$ cat src/rtl/ddr2_arbiter_pkg.sv
// Shared types for the two-port DDR2 line arbiter.
// Latency: n/a (types and constants only).
// Backpressure: n/a.
package ddr2_pkg;

    localparam int ADDR_W = 27;
    localparam int LINE_W = 128;

    typedef logic [ADDR_W-1:0] addr_t;
    typedef logic [LINE_W-1:0] line_t;

    typedef enum logic [2:0] {
        IDLE    = 3'd0,
        ISSUE   = 3'd1,
        WAIT_RD = 3'd2,
        WAIT_WR = 3'd3,
        DONE    = 3'd4
    } arb_state_t;

    // DDR2 works on whole 16-byte lines, so the byte offset is dropped.
    function automatic addr_t line_base(addr_t a);
        return a & ~addr_t'(4'hF);
    endfunction

endpackage

$ cat src/rtl/ddr2_arbiter_if.sv
// Requester-side and DDR2-side signals of the line arbiter, bundled.
// Latency: n/a (wiring only).
// Backpressure: requesters hold req until their done pulse; DDR2 paces reads via ddr2_available.
interface ddr2_arbiter_if;
    import ddr2_pkg::*;

    logic  req0;
    logic  req0_write;
    addr_t req0_addr;
    line_t req0_wdata;
    logic  req1;
    logic  req1_write;
    addr_t req1_addr;
    line_t req1_wdata;
    logic  done0;
    logic  done1;
    line_t rd_data;
    logic  busy;
    logic  grant_id;
    addr_t ddr2_addr;
    logic  ddr2_enable;
    logic  ddr2_read;
    line_t to_ddr2_data;
    line_t ddr2_data;
    logic  ddr2_available;

    // Arbiter side.
    modport slave (
        input  req0, req0_write, req0_addr, req0_wdata,
        input  req1, req1_write, req1_addr, req1_wdata,
        input  ddr2_data, ddr2_available,
        output done0, done1, rd_data, busy, grant_id,
        output ddr2_addr, ddr2_enable, ddr2_read, to_ddr2_data
    );

    // Environment side: the two caches plus the DDR2 controller.
    modport master (
        output req0, req0_write, req0_addr, req0_wdata,
        output req1, req1_write, req1_addr, req1_wdata,
        output ddr2_data, ddr2_available,
        input  done0, done1, rd_data, busy, grant_id,
        input  ddr2_addr, ddr2_enable, ddr2_read, to_ddr2_data
    );

endinterface

$ cat src/rtl/ddr2_arbiter.sv
// Round-robin arbiter sharing one DDR2 line port between two requesters, one transaction at a time.
// Latency: req seen in IDLE at N -> ddr2_enable at N+1 -> done at N+3 (read, data ready) or N+2+WR_LAT (write).
// Backpressure: requests held while busy; reads stall indefinitely until ddr2_available.
module ddr2_arbiter
    import ddr2_pkg::*;
#(
    parameter int WR_LAT = 1
) (
    input  logic          clk,
    input  logic          rst_n,
    ddr2_arbiter_if.slave bus
);

    localparam logic [3:0] WR_LAT_C = 4'(WR_LAT);

    arb_state_t state;
    logic       rr;
    logic       gid;
    logic       lat_rd;
    addr_t      lat_addr;
    line_t      lat_wdata;
    line_t      rd_q;
    logic [3:0] wr_cnt;

    logic       win;
    logic       win_write;
    addr_t      win_addr;
    line_t      win_wdata;

    // Pick the winner: a lone request wins outright, a tie goes to port rr.
    always_comb begin
        win       = (bus.req0 && bus.req1) ? rr : bus.req1;
        win_write = win ? bus.req1_write : bus.req0_write;
        win_addr  = win ? bus.req1_addr  : bus.req0_addr;
        win_wdata = win ? bus.req1_wdata : bus.req0_wdata;
    end

    // Transaction FSM; command fields are latched at grant so later input changes cannot leak in.
    always_ff @(posedge clk or negedge rst_n) begin
        if (!rst_n) begin
            state     <= IDLE;
            rr        <= 1'b0;
            gid       <= 1'b0;
            lat_rd    <= 1'b0;
            lat_addr  <= '0;
            lat_wdata <= '0;
            rd_q      <= '0;
            wr_cnt    <= 4'd0;
        end else begin
            case (state)
                IDLE: begin
                    if (bus.req0 || bus.req1) begin
                        gid       <= win;
                        lat_rd    <= ~win_write;
                        lat_addr  <= line_base(win_addr);
                        lat_wdata <= win_wdata;
                        state     <= ISSUE;
                    end
                end
                ISSUE: begin
                    wr_cnt <= 4'd1;
                    state  <= lat_rd ? WAIT_RD : WAIT_WR;
                end
                WAIT_RD: begin
                    if (bus.ddr2_available) begin
                        rd_q  <= bus.ddr2_data;
                        state <= DONE;
                    end
                end
                WAIT_WR: begin
                    if (wr_cnt == WR_LAT_C) begin
                        state <= DONE;
                    end else begin
                        wr_cnt <= wr_cnt + 4'd1;
                    end
                end
                DONE: begin
                    rr    <= ~gid;
                    state <= IDLE;
                end
                default: state <= IDLE;
            endcase
        end
    end

    // Strobes decode straight from state so an async reset kills them immediately.
    assign bus.busy         = (state != IDLE);
    assign bus.ddr2_enable  = (state == ISSUE);
    assign bus.done0        = (state == DONE) && !gid;
    assign bus.done1        = (state == DONE) &&  gid;
    assign bus.grant_id     = gid;
    assign bus.ddr2_addr    = lat_addr;
    assign bus.ddr2_read    = lat_rd;
    assign bus.to_ddr2_data = lat_wdata;
    assign bus.rd_data      = rd_q;

endmodule

$ cat src/flat_wrapper.sv
// flat-port wrapper written by rule: the top's interface ports become plain ports
module ddr2_arbiter_flat import ddr2_pkg::*;
#(
    parameter int WR_LAT = 1
)
  (clk, rst_n, bus_req0, bus_req0_write, bus_req0_addr, bus_req0_wdata, bus_req1, bus_req1_write, bus_req1_addr, bus_req1_wdata, bus_ddr2_data, bus_ddr2_available, bus_done0, bus_done1, bus_rd_data, bus_busy, bus_grant_id, bus_ddr2_addr, bus_ddr2_enable, bus_ddr2_read, bus_to_ddr2_data);
  ddr2_arbiter_if bus_i ();
  input  logic clk;
  input  logic rst_n;
  input wire logic [$bits(bus_i.req0)-1:0] bus_req0;
  input wire logic [$bits(bus_i.req0_write)-1:0] bus_req0_write;
  input wire logic [$bits(bus_i.req0_addr)-1:0] bus_req0_addr;
  input wire logic [$bits(bus_i.req0_wdata)-1:0] bus_req0_wdata;
  input wire logic [$bits(bus_i.req1)-1:0] bus_req1;
  input wire logic [$bits(bus_i.req1_write)-1:0] bus_req1_write;
  input wire logic [$bits(bus_i.req1_addr)-1:0] bus_req1_addr;
  input wire logic [$bits(bus_i.req1_wdata)-1:0] bus_req1_wdata;
  input wire logic [$bits(bus_i.ddr2_data)-1:0] bus_ddr2_data;
  input wire logic [$bits(bus_i.ddr2_available)-1:0] bus_ddr2_available;
  output wire logic [$bits(bus_i.done0)-1:0] bus_done0;
  output wire logic [$bits(bus_i.done1)-1:0] bus_done1;
  output wire logic [$bits(bus_i.rd_data)-1:0] bus_rd_data;
  output wire logic [$bits(bus_i.busy)-1:0] bus_busy;
  output wire logic [$bits(bus_i.grant_id)-1:0] bus_grant_id;
  output wire logic [$bits(bus_i.ddr2_addr)-1:0] bus_ddr2_addr;
  output wire logic [$bits(bus_i.ddr2_enable)-1:0] bus_ddr2_enable;
  output wire logic [$bits(bus_i.ddr2_read)-1:0] bus_ddr2_read;
  output wire logic [$bits(bus_i.to_ddr2_data)-1:0] bus_to_ddr2_data;
  assign bus_i.req0 = bus_req0;
  assign bus_i.req0_write = bus_req0_write;
  assign bus_i.req0_addr = bus_req0_addr;
  assign bus_i.req0_wdata = bus_req0_wdata;
  assign bus_i.req1 = bus_req1;
  assign bus_i.req1_write = bus_req1_write;
  assign bus_i.req1_addr = bus_req1_addr;
  assign bus_i.req1_wdata = bus_req1_wdata;
  assign bus_i.ddr2_data = bus_ddr2_data;
  assign bus_i.ddr2_available = bus_ddr2_available;
  assign bus_done0 = bus_i.done0;
  assign bus_done1 = bus_i.done1;
  assign bus_rd_data = bus_i.rd_data;
  assign bus_busy = bus_i.busy;
  assign bus_grant_id = bus_i.grant_id;
  assign bus_ddr2_addr = bus_i.ddr2_addr;
  assign bus_ddr2_enable = bus_i.ddr2_enable;
  assign bus_ddr2_read = bus_i.ddr2_read;
  assign bus_to_ddr2_data = bus_i.to_ddr2_data;
  ddr2_arbiter #(.WR_LAT(WR_LAT)) u_core (.clk(clk), .rst_n(rst_n), .bus(bus_i));
endmodule
$ cat config.mk
export PLATFORM = sky130hd
export DESIGN_NAME = ddr2_arbiter_flat
export DESIGN_NICKNAME = d
export VERILOG_FILES = /design/src/rtl/ddr2_arbiter_pkg.sv /design/src/rtl/ddr2_arbiter_if.sv /design/src/rtl/ddr2_arbiter.sv /design/src/flat_wrapper.sv
export SDC_FILE = /design/constraint.sdc
export NUM_CORES = 1
export LEC_CHECK = 0
export BUFFER_PORTS_ARGS = -buffer_cell sky130_fd_sc_hd__buf_2
export CORE_AREA = 2 2 286 288
export CTS_CLUSTER_SIZE = 25
export DETAILED_ROUTE_END_ITERATION = 7
export DIE_AREA = 0 0 288 290
export PLACE_DENSITY = 0.44
export SLEW_MARGIN = 20
export SYNTH_ARGS = -nofsm -noshare
export SYNTH_HDL_FRONTEND = slang
export SYNTH_SLANG_ARGS = --single-unit
$ cat constraint.sdc
create_clock -name clk -period 3.2 [get_ports clk]
set_input_delay 0.64 -clock clk [delete_from_list [all_inputs] [get_ports clk]]
set_output_delay 0.64 -clock clk [all_outputs]
set_load 0.005 [all_outputs]
==> results.md, run 1 <==
- Unrepaired setup endpoints after global routing: no
- Post CTS Setup Buffer Count: 0
- P per Cell Area: between 900 and 1000 nW/µm²
- Die area: ~84000 µm²
- Setup crit start: u_core.state[1]$_DFFE_PN0P_
- Hold_ws: 141.4 ps
- Clock Tree Buf Depth: 3
- Sequential Power Share: 0.355
- Max-Cap Viols: 0
- Worst Setup EP: bus_done1
- Clock Root Buffer: clkbuf_16
- Worst r2r src: u_core.state[1]$_DFFE_PN0P_
- Mean post-synth cell area: approximately 14 µm²
- Layout net count: 2004
- Number of flops mapped to enable cells by yosys: 0
- Vias/cell: between 3 and 4
- Switch share: 0.3232
- Post-synthesis cell area: 12240 µm²
- Hold-fix buffers at CTS: 0
- Most common cell after layout, fill and taps aside: buf_2
- Pre-Repair DR Iteration Count: 4
- Vias: a little over 10000
- Setup TNS: 0 ps
- Internal Power: between 10 and 15 mW
- Async S/R FF share, synth: 1.000
- Number of port buffers: 721
- CORE AREA: approximately 80000 µm²
- Crit share post-route: 0.8508
- Area growth, synth to finish: 51.03%
- Worst min-delay path category: in2async
- CTS clk-pin slew, worst paths: roughly 60 ps
- Status: completed
- Initial antenna violation count: 7
- Remaining global-route overflow: 0
- Share of layout cells above drive strength 1: 0.6848
- Total GRT Usage: 0.1063
- CP required: around 2600 ps
- Syn Inst Count: 852
- First-pass GRT wire length: 69240 µm
- Initial drt markers: roughly 430
- Clk sinks: 289
- Register area share after synthesis: 0.5909
- R2R setup slack: ~830 ps
- Final Max Tran Viols: 0
- Die Ht: around 290 µm
- Detailed Place HPWL: around 34000 µm
- Ys Warns: 0
- Worst EP arrival: about 2100 ps
- Part of the power in the clock network: 0.239
- Power share of the combinational group: 0.406
- GP Congestion: between 0.7 and 0.8
- Pleak: between 8 and 9 nW
- Area taken by multi-input logic gates: 4636 µm²
- Clock Latency Late Sink: between 500 and 600 ps
- Sw power: 5.836 mW
- Peak supply drop: between 300 and 400 µV
- Die X: between 200 and 300 µm
- Fill cell count: 8736
- TritonCTS clock tree: built
- R2R Path End: u_core.bus.to_ddr2_data[109]$_DFFE_PN0P_
- TritonCTS Buffers: 36
- Register Area: 7232 µm²
- Max Freq: ~370 MHz
- Vias in the first global route: 11120
- H-tree depth: 2
- Worst Setup End Kind: output pin
- Num rows: around 100
- Fin crit period: around 2700 ps
- R2r worst-path depth: 4
- Antenna-violating nets left: 0
- Largest net degree at the start of global routing: around 150
- Kind of critical path: reg2out
- #FFs+latches synth: slightly below 300
- Most frequent cells in the layout: buf_2 (720), dfrtp_1 (289), o21bai_1 (151), o221a_2 (141), mux2_2 (128)
- CP max FO: 16
- Number of I/O pins: about 730
- Worst-Margin Slew: between 1000 and 1500 ps
- Residual DRC count: 0
- Finish-stage setup viols: 0
- Drt total wl: 46390 µm
- Setup crit start kind: flop
- Post-CTS sizing: 0
- Worst relative slew slack: 0.2649
- Initial Utilization: 0.1527
- Count of different cell masters after synthesis: 35
- DR WL/cell: around 18 µm
- Final Skew: 16.42 ps
- Final Hold Vio Count: 0
- Top FF cell, synth: dfrtp_1
stage by stage:
step	cells	setup WS [ps]	instance area [µm²]	utilization	total power [mW]
floorplan	855	1396	12250	-	10.49
global placement	2579	945.8	17220	0.2148	13.81
detailed placement	2579	897.4	17220	0.2148	13.94
CTS	2643	357.2	18470	0.2304	18.42
global route	2649	347.7	18490	0.2306	19.31
finish	2649	477.4	18490	0.2306	18.06
kinds of logic (layout without fill, tap and decap cells):
logic type,Yosys count,after routing,synth area share
other,1,10,0.0003064
AO/OA/AOI/OAI,314,314,0.2388
multiplexers,129,129,0.1186
AND/OR/NAND/NOR,29,29,0.01503
buffers and inverters,88,816,0.03435
flip-flops,289,289,0.5909
adder cells (fa/ha/maj),2,2,0.002044
cell usage after synthesis, types with 4 or more instances:
| cell | count | share of area |
|---|---|---|
| buf_1 | 7 | 0.0021 |
| buf_2 | 24 | 0.0098 |
| buf_4 | 16 | 0.0098 |
| clkbuf_1 | 37 | 0.011 |
| dfrtp_1 | 289 | 0.59 |
| mux2_2 | 128 | 0.12 |
| nand2_1 | 4 | 0.0012 |
| nand3_1 | 4 | 0.0016 |
| nor2_1 | 6 | 0.0018 |
| o21bai_1 | 151 | 0.093 |
| o221a_1 | 10 | 0.0092 |
| o221a_2 | 141 | 0.13 |
power groups by stage:
stage	clock [mW]	sequential (mW)	combinational (mW)
after global placement	0	6.43	7.38
after floorplan	0	6.51	3.99
after detailed placement	0	6.44	7.50
after global routing	4.63	6.66	8.02
after CTS	4.48	6.44	7.50
final	4.31	6.42	7.33
worst min-delay path by stage:
stage                                              startpoint                              endpoint
after CTS                                               rst_n   u_core.bus.rd_data[119]$_DFFE_PN0P_
after floorplan                                         rst_n  u_core.bus.ddr2_addr[10]$_DFFE_PN0P_
after global routing                                    rst_n   u_core.bus.rd_data[123]$_DFFE_PN0P_
after detailed placement  u_core.bus.rd_data[117]$_DFFE_PN0P_   u_core.bus.rd_data[117]$_DFFE_PN0P_
final                                                   rst_n   u_core.bus.rd_data[119]$_DFFE_PN0P_
after global placement                  u_core.rr$_DFFE_PN0N_                 u_core.rr$_DFFE_PN0N_
worst max-delay path, stage by stage (launching register included):
cell and delay, ps:
dfrtp_1 560, or3b_2 590, nor2_1 230, buf_2 170
layer usage:
layer  up-vias  GRT usage  share of wire
li1       4739          -              -
met1      5036     0.1206           0.38
met2       449     0.1913           0.51
met3        64    0.03019          0.082
met4         0    0.03147          0.023
met5         -          0              0
flip-flops by register name, indices dropped and copies added, names as in the netlist:
name,flops
u_core.bus.rd_data,128
u_core.bus.to_ddr2_data,128
u_core.bus.ddr2_addr,23
u_core.wr_cnt,4
u_core.state,3
u_core.bus.ddr2_read,1
u_core.bus.grant_id,1
u_core.rr,1
area by class of cell:
cell class,instances,share of cell area
sequential,289,0.3912
multi-input combinational,478,0.2508
timing repair buffer,748,0.2169
tap,1060,0.07175
clock buffer,56,0.06099
clock inverter,8,0.006633
inverter,4,0.0009476
antenna,6,0.0008122
Power figures use the tool's default switching activity.
==> inputs of run 2 (changes only) <==
Settings changed: ABC_AREA set to 1, CORE_AREA 2 2 286 288 to 2 2 284 286, CTS_CLUSTER_SIZE 25 to not set, DIE_AREA 0 0 288 290 to 0 0 286 288, PLACE_DENSITY 0.44 to 0.45.
==> run 2 against run 1 <==
Global-route usage up 0.76 points; first-iteration DRC count up 25%; area after synthesis up 6.7%; total power down 4.4%; sequential share of layout area down 1.6 points; non-clock buffer count up 14; synthesized cell count up 87%; sequential power down 2%; design area up 4.2%; cell count up 28%; flip-flop and latch count unchanged; critical path type unchanged.
==> results.md, run 2 <==
- Fill cell count: between 8000 and 9000
- Post-synthesis cell area: about 13000 µm²
- Die X: 286 µm
- Post CTS Setup Buffer Count: 0
- Most common cell after layout, fill and taps aside: buf_2
- Hold-fix buffers at CTS: 0
- R2r worst-path depth: 6
- Largest area contributor in the netlist: dfrtp_1
- GP Congestion: ~0.83
- Worst relative slew slack: 0.5220
- P per Cell Area: roughly 900 nW/µm²
- Drt total wl: 49050 µm
- Vias: approximately 12000
- Kind of critical path: reg2out
- Largest net degree at the start of global routing: 80
- Total GRT Usage: 0.1139
- R2R setup slack: 1260 ps
- Synth cell count leaders: nand2_1 (598), inv_1 (290), dfrtp_1 (289)
- Hold_ws: roughly 74 ps
- Worst Setup End Kind: output pin
- Number of flops mapped to enable cells by yosys: 0
- First-pass GRT wire length: slightly above 70000 µm
- Dpl cells: 3317
- Vias/cell: about 3.7
- Async S/R FF share, synth: 1.000
- Most numerous cell in the Yosys netlist: nand2_1
- Unrepaired setup endpoints after global routing: no
- DR WL/cell: roughly 15 µm
- Count of different cell masters after synthesis: 27
- Synth area leaders: dfrtp_1 (55%), nand2_1 (17%), o211ai_1 (8.7%)
- Clock Root Buffer: clkbuf_16
- #FFs+latches synth: 289
- Worst min-delay path category: in2async
- Fin crit period: between 2000 and 2500 ps
- Antenna-violating nets left: 0
- Initial antenna violation count: 2
- CTS clk-pin slew, worst paths: about 60 ps
- Pre-Repair DR Iteration Count: 4
- CORE AREA: 79640 µm²
- Ys Warns: 0
- CP max FO: 4
- Setup TNS: 0 ps
- Worst EP arrival: approximately 1600 ps
- Register area share after synthesis: 0.5537
- Crit share post-route: 0.7027
- R2R Path End: u_core.bus.rd_data[1]$_DFFE_PN0P_
- TritonCTS clock tree: built
- Cells along the critical path: nor2_4, nand2_1, nor2_1, buf_2
- Remaining global-route overflow: 0
- Status: completed
- Clock Latency Late Sink: between 500 and 600 ps
- Initial drt markers: between 500 and 600
- Number of port buffers: between 700 and 800
- Top FF cell, synth: dfrtp_1
- Slowest Stage Delay on Critical Path: between 400 and 500 ps
- Final Skew: 13.36 ps
- Share of layout cells above drive strength 1: 0.3557
- Clock Tree Buf Depth: 3
- Num rows: ~100
- Area growth, synth to finish: 47.43%
- Pleak: 11.17 nW
- Syn Inst Count: 1590
- Final Hold Vio Count: 0
- Worst Setup EP: bus_done1
- Residual DRC count: 0
- TritonCTS Buffers: 38
- Worst r2r src: u_core.state[1]$_DFFE_PN0P_
- Post-synth top area share: 0.5537
- Die Ht: 288 µm
- Vias in the first global route: roughly 12000
- Diodes inserted: 0
- Detailed Place HPWL: around 38000 µm
- Final Max Tran Viols: 0
- Layout Cells excl Fill: 3382
- CP required: ~2600 ps
- Clk sinks: 289
- Max Freq: around 440 MHz
- Most frequent cells in the layout: buf_2 (720), nand2_1 (598), inv_1 (290), dfrtp_1 (289), o211ai_1 (151)
- Mean post-synth cell area: 8.215 µm²
- Finish-stage setup viols: 0
- Post-CTS sizing: 0
- Peak supply drop: 384.6 µV
- CP max stage cell: dfrtp_1
- Layout net count: around 2700
- Number of I/O pins: between 700 and 800
- Setup crit start: u_core.state[1]$_DFFE_PN0P_
- Max-Cap Viols: 0
- Worst-Margin Slew: 717.0 ps
- Die area: 82370 µm²
- H-tree depth: 2
- Initial Utilization: 0.1640
- Setup crit start kind: flop
-- run 2: changes by cell type in the layout (fill, tap and decap cells not counted), sizes merged, moves of 6 or more --
| cell | before | now |
|---|---|---|
| mux2 | 128 | 0 |
| o21bai | 151 | 0 |
| inv | 6 | 293 |
| diode | 6 | 0 |
| nand2 | 4 | 600 |
| buf | 748 | 762 |
| o211ai | 0 | 151 |
| o21ai | 2 | 131 |
| o221a | 151 | 0 |
-- run 2: per-layer routing --
layer,vias to the layer above,part of all wire,GRT usage
met5,-,0.00022,0
met4,2,0.024,0.03429
met3,71,0.056,0.02504
met2,362,0.50,0.2015
met1,5631,0.42,0.1373
li1,6327,-,-
-- run 2: logic make-up (layout without fill, tap and decap cells) --
| group | Yosys count | after routing | share of synthesized area |
|---|---|---|---|
| flip-flops | 289 | 289 | 0.5537 |
| XOR/XNOR | 2 | 2 | 0.001341 |
| buffers and inverters | 391 | 1120 | 0.1221 |
| AO/OA/AOI/OAI | 285 | 285 | 0.1384 |
| AND/OR/NAND/NOR | 620 | 620 | 0.1822 |
| adder cells (fa/ha/maj) | 2 | 2 | 0.001916 |
| other | 1 | 4 | 0.0002871 |
-- run 2: stage by stage --
step | worst slack, ps | util | cell area, µm² | power, mW
after floorplan | 1670 | - | 13070 | 9.632
after global placement | 1032 | 0.2260 | 18000 | 13.16
after detailed placement | 1041 | 0.2260 | 18000 | 13.18
after CTS | 908.1 | 0.2418 | 19260 | 17.67
after global routing | 861.8 | 0.2418 | 19260 | 18.70
final | 951.3 | 0.2418 | 19260 | 17.26
-- run 2: how the worst min path moves through the flow --
stage | start | cells after the start | slack [ps] | to
2_1_floorplan | rst_n | 0 | 340 | u_core.bus.ddr2_addr[10]$_DFFE_PN0P_
3_3_place_gp | u_core.bus.to_ddr2_data[80]$_DFFE_PN0P_ | 2 | 460 | u_core.bus.to_ddr2_data[80]$_DFFE_PN0P_
3_5_place_dp | u_core.bus.to_ddr2_data[117]$_DFFE_PN0P_ | 2 | 460 | u_core.bus.to_ddr2_data[117]$_DFFE_PN0P_
4_1_cts | rst_n | 1 | 90 | u_core.bus.rd_data[78]$_DFFE_PN0P_
5_1_grt | rst_n | 1 | 110 | u_core.bus.rd_data[75]$_DFFE_PN0P_
6_report | rst_n | 1 | 70 | u_core.bus.rd_data[78]$_DFFE_PN0P_
-- run 2: power breakdown --
part / total (mW) / leakage [nW] / switching (mW) / internal, mW
registers: 6.30 / 3.58 / 0.894 / 5.40
logic: 6.64 / 6.99 / 3.85 / 2.79
clock network: 4.32 / 0.604 / 1.65 / 2.67
-- run 2: area by class of cell --
cell class	instances	area (µm²)	share of cell area
Clock buffer	60	1177	0.06114
Tap cell	1060	1326	0.06888
Timing Repair Buffer	762	4064	0.2110
Clock inverter	5	82.58	0.004288
Sequential cell	289	7232	0.3756
Multi-Input combinational cell	913	4272	0.2218
Inverter	293	1102	0.05725
-- run 2: critical path, delay by kind of cell, from the launching register on --
family        cells  cell delay (ps)
simple gates      3              460
flops             1              430
buf+inv           1              180
